==> config.mk <==
export PLATFORM = sky130hd
export DESIGN_NAME = unified_mem_arbiter
export DESIGN_NICKNAME = d
export VERILOG_FILES = /design/src/rtl/unified_mem_arbiter_pkg.sv /design/src/rtl/unified_mem_arbiter.sv
export SDC_FILE = /design/constraint.sdc
export NUM_CORES = 1
export LEC_CHECK = 0
export ABC_AREA = 1
export BUFFER_PORTS_ARGS = -buffer_cell sky130_fd_sc_hd__buf_2
export CAP_MARGIN = 20
export CORE_ASPECT_RATIO = 0.7
export CORE_MARGIN = 2
export CORE_UTILIZATION = 46
export DETAILED_ROUTE_END_ITERATION = 12
export PLACE_DENSITY_LB_ADDON = 0.12
export SYNTH_ARGS = -nofsm -noshare
export SYNTH_HDL_FRONTEND = slang
export SYNTH_SLANG_ARGS = --single-unit
export TNS_END_PERCENT = 50
==> constraint.sdc <==
create_clock -name clk -period 1.9 [get_ports clk]
set_input_delay 0.285 -clock clk [delete_from_list [all_inputs] [get_ports clk]]
set_output_delay 0.285 -clock clk [all_outputs]
set_load 0.05 [all_outputs]
==> src/rtl/unified_mem_arbiter_pkg.sv <==
// rtl/unified_mem_arbiter_pkg.sv - shared encodings and width defaults for the memory arbiter
package unified_mem_arbiter_pkg;

   localparam int ADDR_W_DEF = 32;
   localparam int DATA_W_DEF = 32;

   typedef enum logic [1:0] {
      IDLE   = 2'd0,
      I_WAIT = 2'd1,
      D_WAIT = 2'd2
   } arb_state_t;

   typedef enum logic {
      FETCH = 1'b0,
      DATA  = 1'b1
   } grant_t;

endpackage

==> src/rtl/unified_mem_arbiter.sv <==
// rtl/unified_mem_arbiter.sv - fetch/data arbiter for a single multi-cycle unified memory port
module unified_mem_arbiter
   import unified_mem_arbiter_pkg::*;
#(
   parameter int ADDR_W = ADDR_W_DEF,
   parameter int DATA_W = DATA_W_DEF
) (
   input  logic              clk,
   input  logic              rst_n,
   input  logic              i_req,
   input  logic [ADDR_W-1:0] i_addr,
   input  logic              i_kill,
   output logic [DATA_W-1:0] i_rdata,
   output logic              i_valid,
   input  logic              d_req,
   input  logic              d_we,
   input  logic [ADDR_W-1:0] d_addr,
   input  logic [DATA_W-1:0] d_wdata,
   output logic [DATA_W-1:0] d_rdata,
   output logic              d_valid,
   output logic              mem_req,
   output logic              mem_we,
   output logic [ADDR_W-1:0] mem_addr,
   output logic [DATA_W-1:0] mem_wdata,
   input  logic [DATA_W-1:0] mem_rdata,
   input  logic              mem_ready,
   output logic              stall_f,
   output logic              stall_m
);

   arb_state_t        state, state_nxt;
   grant_t            last_grant, last_grant_nxt;
   logic              kill_pend, kill_pend_nxt;
   logic              mem_we_nxt;
   logic [ADDR_W-1:0] mem_addr_nxt;
   logic [DATA_W-1:0] mem_wdata_nxt;
   logic [DATA_W-1:0] i_rdata_nxt, d_rdata_nxt;
   logic              i_valid_nxt, d_valid_nxt;
   logic              i_elig, d_elig;

   // A requester in its valid cycle is consuming the result, not asking again.
   assign i_elig  = i_req & ~i_valid;
   assign d_elig  = d_req & ~d_valid;
   assign stall_f = i_elig;
   assign stall_m = d_elig;
   assign mem_req = (state != IDLE);

   always_comb begin
      state_nxt      = state;
      last_grant_nxt = last_grant;
      kill_pend_nxt  = kill_pend;
      mem_we_nxt     = mem_we;
      mem_addr_nxt   = mem_addr;
      mem_wdata_nxt  = mem_wdata;
      i_rdata_nxt    = i_rdata;
      d_rdata_nxt    = d_rdata;
      i_valid_nxt    = 1'b0;
      d_valid_nxt    = 1'b0;
      case (state)
         IDLE: begin
            if (d_elig && (!i_elig || last_grant != DATA)) begin
               state_nxt      = D_WAIT;
               last_grant_nxt = DATA;
               mem_we_nxt     = d_we;
               mem_addr_nxt   = d_addr;
               mem_wdata_nxt  = d_wdata;
            end else if (i_elig) begin
               state_nxt      = I_WAIT;
               last_grant_nxt = FETCH;
               mem_we_nxt     = 1'b0;
               mem_addr_nxt   = i_addr;
               kill_pend_nxt  = i_kill;
            end
         end
         I_WAIT: begin
            // Memory cannot be cancelled, so a killed fetch still runs to mem_ready.
            if (mem_ready) begin
               i_rdata_nxt   = mem_rdata;
               i_valid_nxt   = ~(kill_pend | i_kill);
               kill_pend_nxt = 1'b0;
               state_nxt     = IDLE;
            end else if (i_kill) begin
               kill_pend_nxt = 1'b1;
            end
         end
         D_WAIT: begin
            if (mem_ready) begin
               d_rdata_nxt = mem_rdata;
               d_valid_nxt = 1'b1;
               state_nxt   = IDLE;
            end
         end
         default: state_nxt = IDLE;
      endcase
   end

   always_ff @(posedge clk or negedge rst_n) begin
      if (!rst_n) begin
         state      <= IDLE;
         last_grant <= FETCH;
         kill_pend  <= 1'b0;
         mem_we     <= 1'b0;
         mem_addr   <= '0;
         mem_wdata  <= '0;
         i_rdata    <= '0;
         d_rdata    <= '0;
         i_valid    <= 1'b0;
         d_valid    <= 1'b0;
      end else begin
         state      <= state_nxt;
         last_grant <= last_grant_nxt;
         kill_pend  <= kill_pend_nxt;
         mem_we     <= mem_we_nxt;
         mem_addr   <= mem_addr_nxt;
         mem_wdata  <= mem_wdata_nxt;
         i_rdata    <= i_rdata_nxt;
         d_rdata    <= d_rdata_nxt;
         i_valid    <= i_valid_nxt;
         d_valid    <= d_valid_nxt;
      end
   end

endmodule

# == Word-level counts from Yosys, hierarchy flattened ==
# Cells that the tools add are included.
# word_totals
ram_bits,0
register_bits,135
mem_bits_ro,0
n_memories,0
latch_bits,0
# classes
multipliers,0
addsub,0
n_mux,18
div,0
reduce_logical,14
n_lt_le_gt_ge,0
n_bitwise,7
n_shift,0
eq_ne,7
# op_table
cell,n
$mux 32,2
$mux 1,11
$reduce_and 2->1,5
$mux 2,3
$ne 3x3->1 const B,2
$reduce_bool 2->1,3
$ne 2x2->1 const B,2
$not 1->1,4
$pmux 2 s2,1
$reduce_and 4->1,1
$and 1x1->1,2
$eq 2x1->1 const B,1
$eq 2x2->1 const B,1
$logic_not 2->1,1
$ne 2x1->1 const B,1
$pmux 1 s2,1
$reduce_or 2->1,1
$logic_and 1x1->1,1
$logic_not 1->1,1
$logic_or 1x1->1,1
$or 1x1->1,1

# == Logic depth before layout (Yosys ltp) ==
# Gate-level depths: netlist (run 1).
# depth
ltp_word,7
depth_mapped,9
mapped_depth_nobuf,8

# == Worst setup path before layout (run 1) ==
# OpenSTA, ideal clock, no wires.
# synth_timing
path_kind,register to register
startpoint,reg i_valid
endpoint,reg kill_pend
path_stages_with_launch,7
setup_ps,117
setup_slack_ps,97
path_buffers,0
t_arrival_ps,1686
cell_sequence,dfrtp_1 > nor2_1 > nor2_1 > nor2_1 > nand2_1 > nand2_1 > nand2_1
# synth_via
elab_chain_cells,7
word_cells_on_any_way,8
cone_classes,2 x eq/ne; 2 x bitwise; 4 x reduce/logical
# synth_rtl
element,line,rtl
from (decl),unified_mem_arbiter.sv:14,"output logic i_valid,"
from (signal assigned),unified_mem_arbiter.sv:118,i_valid <= i_valid_nxt;
$not 1->1 *,unified_mem_arbiter.sv:42,assign i_elig = i_req & ~i_valid;
$and 1x1->1 *,unified_mem_arbiter.sv:42,
via stall_f,unified_mem_arbiter.sv:27,"output logic stall_f,"
$logic_not 1->1,unified_mem_arbiter.sv:61,if (d_elig && (!i_elig || last_grant != DATA)) begin
$logic_or 1x1->1,unified_mem_arbiter.sv:61,
$logic_and 1x1->1,unified_mem_arbiter.sv:61,
$ne 2x2->1 (no source line),--,
$reduce_and 4->1 (no source line) *,--,
to (signal assigned),unified_mem_arbiter.sv:112,kill_pend <= kill_pend_nxt;
to (decl),unified_mem_arbiter.sv:33,"logic kill_pend, kill_pend_nxt;"
# Mark *: on every way through the listed nets, which the timed path passes. The rest lies on a longest branch.
# A chain may end at the register's enable or synchronous reset.

# == Worst setup path after layout (run 1) ==
# layout_timing
startpoint,reg state[0]
endpoint,out mem_req
# layout_via
elab_chain_cells,1
# layout_rtl
element,line,rtl
from (decl),unified_mem_arbiter.sv:31,"arb_state_t state, state_nxt;"
from (signal assigned),unified_mem_arbiter.sv:110,state <= state_nxt;
$reduce_bool 2->1,unified_mem_arbiter.sv:46,assign mem_req = (state != IDLE);
to (decl),unified_mem_arbiter.sv:21,"output logic mem_req,"
# No other way between the ends.

==> results.py, run 1 <==
metrics = {
    "clock_tree": {
        "clk_pin_slew_ps": 60,
        "cts_buffer_depth": 2,
        "cts_tree": "done",
        "clkLatencyLatePin_ps": 410,
        "cts_htree_levels": 4,
        "cts_buffers": 17,
        "cts.sinks": 135,
        "root_buffer": "clkbuf_16",
    },
    "critical_path": {
        "reg2reg_depth": 7,
        "arrival_ps": 1500,
        "slowest_stage": "dfrtp_1",
        "cp_max_fo": 5,
        "r2r_start": "state[0]$_DFFE_PN0P_",
        "rr_endpoint": "mem_addr[17]$_DFFE_PN0P_",
        "startpoint_type": "flop",
        "reg2reg_setup_slack_ps": 200,
        "worst-path-buf-inv": 3,
        "required_ps": 1620,
        "critPathTopFamily": "buffers and inverters",
        "crit_path_end_kind": "primary output",
        "crit_path_cell_trace": "inv_1, ha_1, inv_2, clkbuf_4",
        "crit_type": "flop to primary output",
        "max_stage_delay_ps": 400,
    },
    "finish": {
        "drive_gt1_share_pct": 33.9,
        "diodes": 0,
        "area_growth_pct": 36.2,
        "nets": 1065,
        "fillers": 982,
    },
    "grt": {
        "groute.usage.overall_pct": 23.5,
        "grt_overflow_total": 0,
        "grt_pass1_vias": 4881,
        "grt_max_degree": 66,
        "grt_first_pass_wirelength_microns": 23700,
        "antenna_found_initial": 1,
    },
    "sta": {
        "drv_slew": 0,
        "setup_violations": 0,
        "relSlewSlack_pct": 60.1,
        "hold_violations": 0,
        "rsz0062_at_grt": "no",
        "max_freq_ghz": 0.562,
        "fin_setup_tns_ps": 0,
        "worst_slew_pin_slew_ps": 596,
        "finalClockSkew_ps": 8.38,
        "period_share_pct": 93.7,
        "fin_crit_ps": 1780,
    },
    "detailed_routing": {
        "wirelength_microns": 15300,
        "routed-via-count": 5189,
        "firstDrtPassIters": 5,
        "ant_nets": 0,
        "viasPerCell": 4.73,
        "drtIter0Drc": 329,
        "drt-wirelength-per-cell_microns": 13.9,
        "route.detailed.drc": 0,
    },
    "power_and_ir_drop": {
        "intPower_uw": 7990,
        "switchingPower_uw": 9140,
        "combPwrFrac_pct": 53.0,
        "ir_drop_mv": 1.28,
        "p_sw_share_pct": 53.4,
        "powerDensity_nw_per_um2": 2230,
        "leakage_uw": 0.00454,
        "seqPwrFrac_pct": 29.0,
        "pwr-share-clk_pct": 18.0,
        "totalPowerFinal_uw": 17100,
    },
    "flow_run": {
        "cap_violations": 0,
    },
    "min_path": {
        "hp-class": "input port to flop",
        "min_from": "d_wdata[20]",
        "holdPathEnd": "mem_wdata[20]$_DFFE_PN0P_",
        "hold_depth": 3,
    },
    "yosys": {
        "syn_area_sq_um": 5630,
        "synth_cells": 665,
        "yosysSeqAreaShare_pct": 60.0,
        "avgSynthCellArea_sq_um": 8.47,
        "synthFlopType": "dfrtp_1",
        "yosys.area.top_type": "dfrtp_1",
        "synth_common_cells": "nand2_1 (336), dfrtp_1 (135), o21ai_0 (66)",
        "yosysMostFrequentCell": "nand2_1",
        "syn_nets": 803,
        "synth_edf_count": 0,
        "synth.distinct_cells": 20,
        "yosys_warnings": 0,
        "yosysTopAreaCellShare_pct": 60.0,
        "synthArstFlopShare_pct": 100,
        "ys_ff_latch": 135,
        "yosys-top-cells-area": "dfrtp_1 (60%), nand2_1 (22%), o21ai_0 (5.9%), nand3_1 (3.0%), inv_1 (2.6%)",
    },
    "floorplanning": {
        "die_area_sq_um": 13200,
        "core_area_sq_um": 11800,
        "start_util_pct": 47.7,
        "die_width_microns": 136,
        "io_pins": 269,
        "num_rows": 33,
        "die_h_microns": 96.6,
    },
    "run_status": {
        "status": "finished clean",
    },
    "place": {
        "hpwl_microns": 11000,
        "portBuffers": 268,
        "place.gp.congestion": 0.820,
    },
}
-- state kept, by name, summed over array words and instances, names as in the netlist --
name        cells
state           2
last_grant      1
mem_we          1
mem_addr       32
kill_pend       1
i_rdata        32
d_valid         1
d_rdata        32
mem_wdata      32
i_valid         1
-- through the flow --
stage / setup WS, ps / utilization (%) / hold slack (ps) / area (sq um) / std cells
floorplan: 97.0 / - / -10.6 / 5630 / 665
global placement: 313 / 60.1 / 230 / 7100 / 1064
finish: 120 / 65.0 / 67.8 / 7670 / 1097
global route: 25.9 / 65.0 / 53.3 / 7670 / 1097
CTS: 35.0 / 64.9 / 50.9 / 7670 / 1097
detailed placement: 232 / 60.1 / 243 / 7100 / 1064
-- per-layer routing --
metal | GRT usage (%) | share of wire, % | wire, microns
met2 | 37.9 | 48 | 7370
met4 | 9.29 | 1.6 | 251
met5 | 0 | 0 | 0
met1 | 29.9 | 42 | 6400
met3 | 7.25 | 8.3 | 1270
-- layout by cell type (no fill, tap or decap) --
cell	synthesis	routed
nand3_4	1	1
inv_6	0	2
clkbuf_4	0	1
clkinv_4	0	4
nand2_2	2	4
or2_2	1	1
inv_1	39	39
ha_1	3	3
buf_12	0	4
buf_6	3	1
dlygate4sd3_1	0	1
nor3_1	1	1
buf_2	19	265
buf_4	6	6
nor2_1	4	4
clkbuf_16	0	17
o21ai_1	1	1
clkbuf_1	7	2
clkinv_2	0	1
nand2_1	336	334
o21a_1	1	1
o21ai_0	66	66
nand3_2	1	1
nand3_1	34	34
inv_2	4	4
dfrtp_1	135	135
a21oi_4	1	1
bufinv_16	0	1
clkinvlp_4	0	5
-- timing repair --
action | CTS | global route
endpoints found under the hold margin | 43 | 0
setup endpoints to repair | 0 | 2
gates resized for setup | 0 | 3
buffers inserted | 0 | 0
hold buffers | 1 | 0
-- worst max path at each step --
stage | startpoint | end | cells after the start
after global routing | state[0]$_DFFE_PN0P_ | mem_addr[18]$_DFFE_PN0P_ | 7
after detailed placement | state[0]$_DFFE_PN0P_ | mem_addr[28]$_DFFE_PN0P_ | 7
final | state[0]$_DFFE_PN0P_ | mem_req | 4
after floorplan | i_valid$_DFF_PN0_ | kill_pend$_DFFE_PN0P_ | 6
after global placement | state[0]$_DFFE_PN0P_ | last_grant$_DFFE_PN0P_ | 7
after CTS | d_valid$_DFF_PN0_ | stall_m | 5
-- cells by family (layout without fill, tap and decap cells) --
kind of cell / count (synthesis) / in the layout / synth area share [%]
AOI/OAI and AO/OA: 69 / 69 / 6.37
adders and majority gates: 3 / 3 / 0.666
buffers and inverters: 78 / 353 / 6.42
DFF: 135 / 135 / 60.0
and+or+nand+nor: 380 / 380 / 26.6
-- worst min-delay path, stage by stage --
cell and delay, ps:
buf_2 70, nand2_1 40, nand2_1 40
-- power by group through the flow --
| stage | clock network, uW | logic, uW | registers, uW |
|---|---|---|---|
| global placement | 0 | 8950 | 4940 |
| detailed placement | 0 | 9140 | 4960 |
| finish | 3090 | 9070 | 4970 |
| CTS | 3150 | 9140 | 4970 |
| global route | 3300 | 9730 | 5120 |
| floorplan | 0 | 2420 | 9450 |
-- area by class of cell --
| cell class | count | area (sq um) | area share (%) |
|---|---|---|---|
| Sequential cell | 135 | 3380 | 44.0 |
| Multi-Input combinational cell | 452 | 1900 | 24.8 |
| Timing Repair Buffer | 278 | 1480 | 19.3 |
| Clock buffer | 19 | 433 | 5.64 |
| Tap cell | 157 | 196 | 2.56 |
| Inverter | 43 | 161 | 2.10 |
| Clock inverter | 13 | 125 | 1.63 |
(Power assumes the default switching activity.)
==> inputs of run 2 (changes only) <==
CORE_MARGIN = 5   (was 2)
RECOVER_POWER = 50   (was unset)
==> run 2 against run 1 <==
Against the previous run: combinational power shrank 1%; clock-buffer cell count up 2; highest routed layer unchanged; global-route usage fell by 0.82 points; worst hold slack gained 5.7 ps; critical path type unchanged; critical endpoint is now stall_m.
==> results.py, run 2 (synthesis gave the netlist of run 1 again) <==
metrics = {
    "critical_path": {
        "max_stage_delay_ps": 390,
        "arrival_ps": 1510,
        "reg2reg_setup_slack_ps": 300,
        "crit_end": "stall_m",
        "path_common_cell": "buf_4",
        "r2r_start": "state[1]$_DFFE_PN0P_",
        "worst-path-stages": 5,
        "crit_start": "d_valid$_DFF_PN0_",
        "reg2reg_depth": 7,
        "required_ps": 1620,
        "critPathTopFamily": "buffers and inverters",
        "slowest_stage": "dfrtp_1",
        "crit_path_cell_trace": "inv_1, nand2_2, inv_2, buf_4, buf_4",
        "cp_max_fo": 12,
        "worst-path-buf-inv": 4,
        "crit_type": "flop to primary output",
        "startpoint_type": "flop",
        "crit_path_end_kind": "primary output",
        "rr_endpoint": "mem_addr[16]$_DFFE_PN0P_",
    },
    "power_and_ir_drop": {
        "powerDensity_nw_per_um2": 2280,
        "leakage_uw": 0.00443,
        "ir_drop_mv": 1.41,
    },
    "flow_run": {
        "cap_violations": 0,
    },
    "clock_tree": {
        "root_buffer": "clkbuf_16",
        "cts_tree": "done",
        "cts_buffer_depth": 2,
        "cts.sinks": 135,
        "cts_buffers": 17,
        "clk_pin_slew_ps": 60,
        "clkLatencyLatePin_ps": 410,
        "cts_htree_levels": 4,
    },
    "detailed_routing": {
        "wirelength_microns": 16400,
        "drtIter0Drc": 295,
        "firstDrtPassIters": 5,
        "routed-via-count": 5250,
        "route.detailed.drc": 0,
        "viasPerCell": 4.78,
        "ant_nets": 0,
        "drt-wirelength-per-cell_microns": 14.9,
    },
    "sta": {
        "period_share_pct": 94.7,
        "fin_setup_tns_ps": 0,
        "max_freq_ghz": 0.556,
        "relSlewSlack_pct": 21.6,
        "hold_violations": 0,
        "worst_slew_pin_slew_ps": 1180,
        "drv_slew": 0,
        "rsz0062_at_grt": "no",
        "setup_violations": 0,
        "finalClockSkew_ps": 9.16,
        "fin_crit_ps": 1800,
    },
    "finish": {
        "area_growth_pct": 36.0,
        "final_cell_mix": "nand2_1 (335), buf_2 (219), dfrtp_1 (135)",
        "fillers": 1011,
        "drive_gt1_share_pct": 29.1,
        "layout_commonest_cell": "nand2_1",
        "nets": 1066,
        "finalNonFillerCells": 1099,
    },
    "place": {
        "portBuffers": 268,
        "dp_cells": 1065,
        "place.gp.congestion": 0.938,
        "hpwl_microns": 12000,
    },
    "floorplanning": {
        "start_util_pct": 47.5,
        "num_rows": 33,
        "die_h_microns": 103,
        "core_area_sq_um": 11900,
        "die_area_sq_um": 14600,
        "io_pins": 269,
        "die_width_microns": 142,
    },
    "grt": {
        "grt_overflow_total": 0,
        "grt_first_pass_wirelength_microns": 26200,
        "grt_pass1_vias": 5220,
        "groute.usage.overall_pct": 22.7,
        "antenna_found_initial": 1,
        "grt_max_degree": 86,
    },
    "run_status": {
        "status": "finished clean",
    },
    "min_path": {
        "hp-class": "input port to flop",
    },
}
[run 2: changes by cell type in the layout (fill, tap and decap cells not counted), moves of 2 or more]
cell	change
clkbuf_4	+2
buf_4	+2
clkinv_4	-3
bufinv_16	+3
clkinv_2	+2
clkbuf_1	+45
buf_12	-3
clkbuf_8	+3
clkinvlp_4	-4
buf_2	-46
[run 2: how the worst min path moves through the flow]
stage / startpoint / endpoint / slack [ps] / cells past startpoint
2_1_floorplan: rst_n / d_rdata[0]$_DFFE_PN0P_ / -10 / 0
3_3_place_gp: rst_n / i_rdata[19]$_DFFE_PN0P_ / 310 / 2
3_5_place_dp: rst_n / d_rdata[15]$_DFFE_PN0P_ / 310 / 2
4_1_cts: d_wdata[24] / mem_wdata[24]$_DFFE_PN0P_ / 60 / 3
5_1_grt: d_wdata[4] / mem_wdata[4]$_DFFE_PN0P_ / 60 / 3
6_report: d_wdata[18] / mem_wdata[18]$_DFFE_PN0P_ / 70 / 3
[run 2: layout make-up]
cell class                      count  area (sq um)  area share [%]
Antenna cell                        1          2.50          0.0327
Inverter                           43           161            2.11
Multi-Input combinational cell    452          1900            24.8
Tap cell                          157           196            2.56
Sequential cell                   135          3380            44.1
Timing Repair Buffer              279          1390            18.1
Clock inverter                     11           169            2.20
Clock buffer                       21           470            6.14
[run 2: metrics by stage]
stage          cell area [sq um]  setup slack, ps  util [%]  total power [uW]  hold WS [ps]
6_report                    7660              102      64.6             17500          73.5
5_1_grt                     7660             7.76      64.6             18500          63.4
3_3_place_gp                7100              384      60.0             14000           308
3_5_place_dp                7100              323      60.0             14200           311
2_1_floorplan               5630             97.0         -             11900         -10.6
4_1_cts                     7750             17.5      65.4             17800          59.6
[run 2: per-layer routing]
layer	share of wire, %	routed length [microns]	track usage (%)
met5	0	0	0
met2	47	7760	37.5
met1	40	6630	28.5
met3	11	1800	7.70
met4	1.3	220	7.08
[run 2: worst register-to-register path, cell delays in order, from the launching register on]
cell and delay, ps:
dfrtp_1 400, inv_1 90, ha_1 300, inv_2 90, a21oi_4 150, inv_2 250, nand2_1 150, nand2_1 70
[run 2: where the power goes]
group          total [uW]  switching, uW  internal (uW)
logic                8940           7140           1810
clock network        3540           1230           2310
registers            5020            781           4240
[run 2: what timing repair did]
| action | in CTS | in global routing |
|---|---|---|
| hold buffers | 1 | 0 |
| endpoints found under the hold margin | 135 | 0 |
| setup buffers | 0 | 0 |
| endpoints found under the setup margin | 0 | 2 |
| gates resized for setup | 0 | 3 |
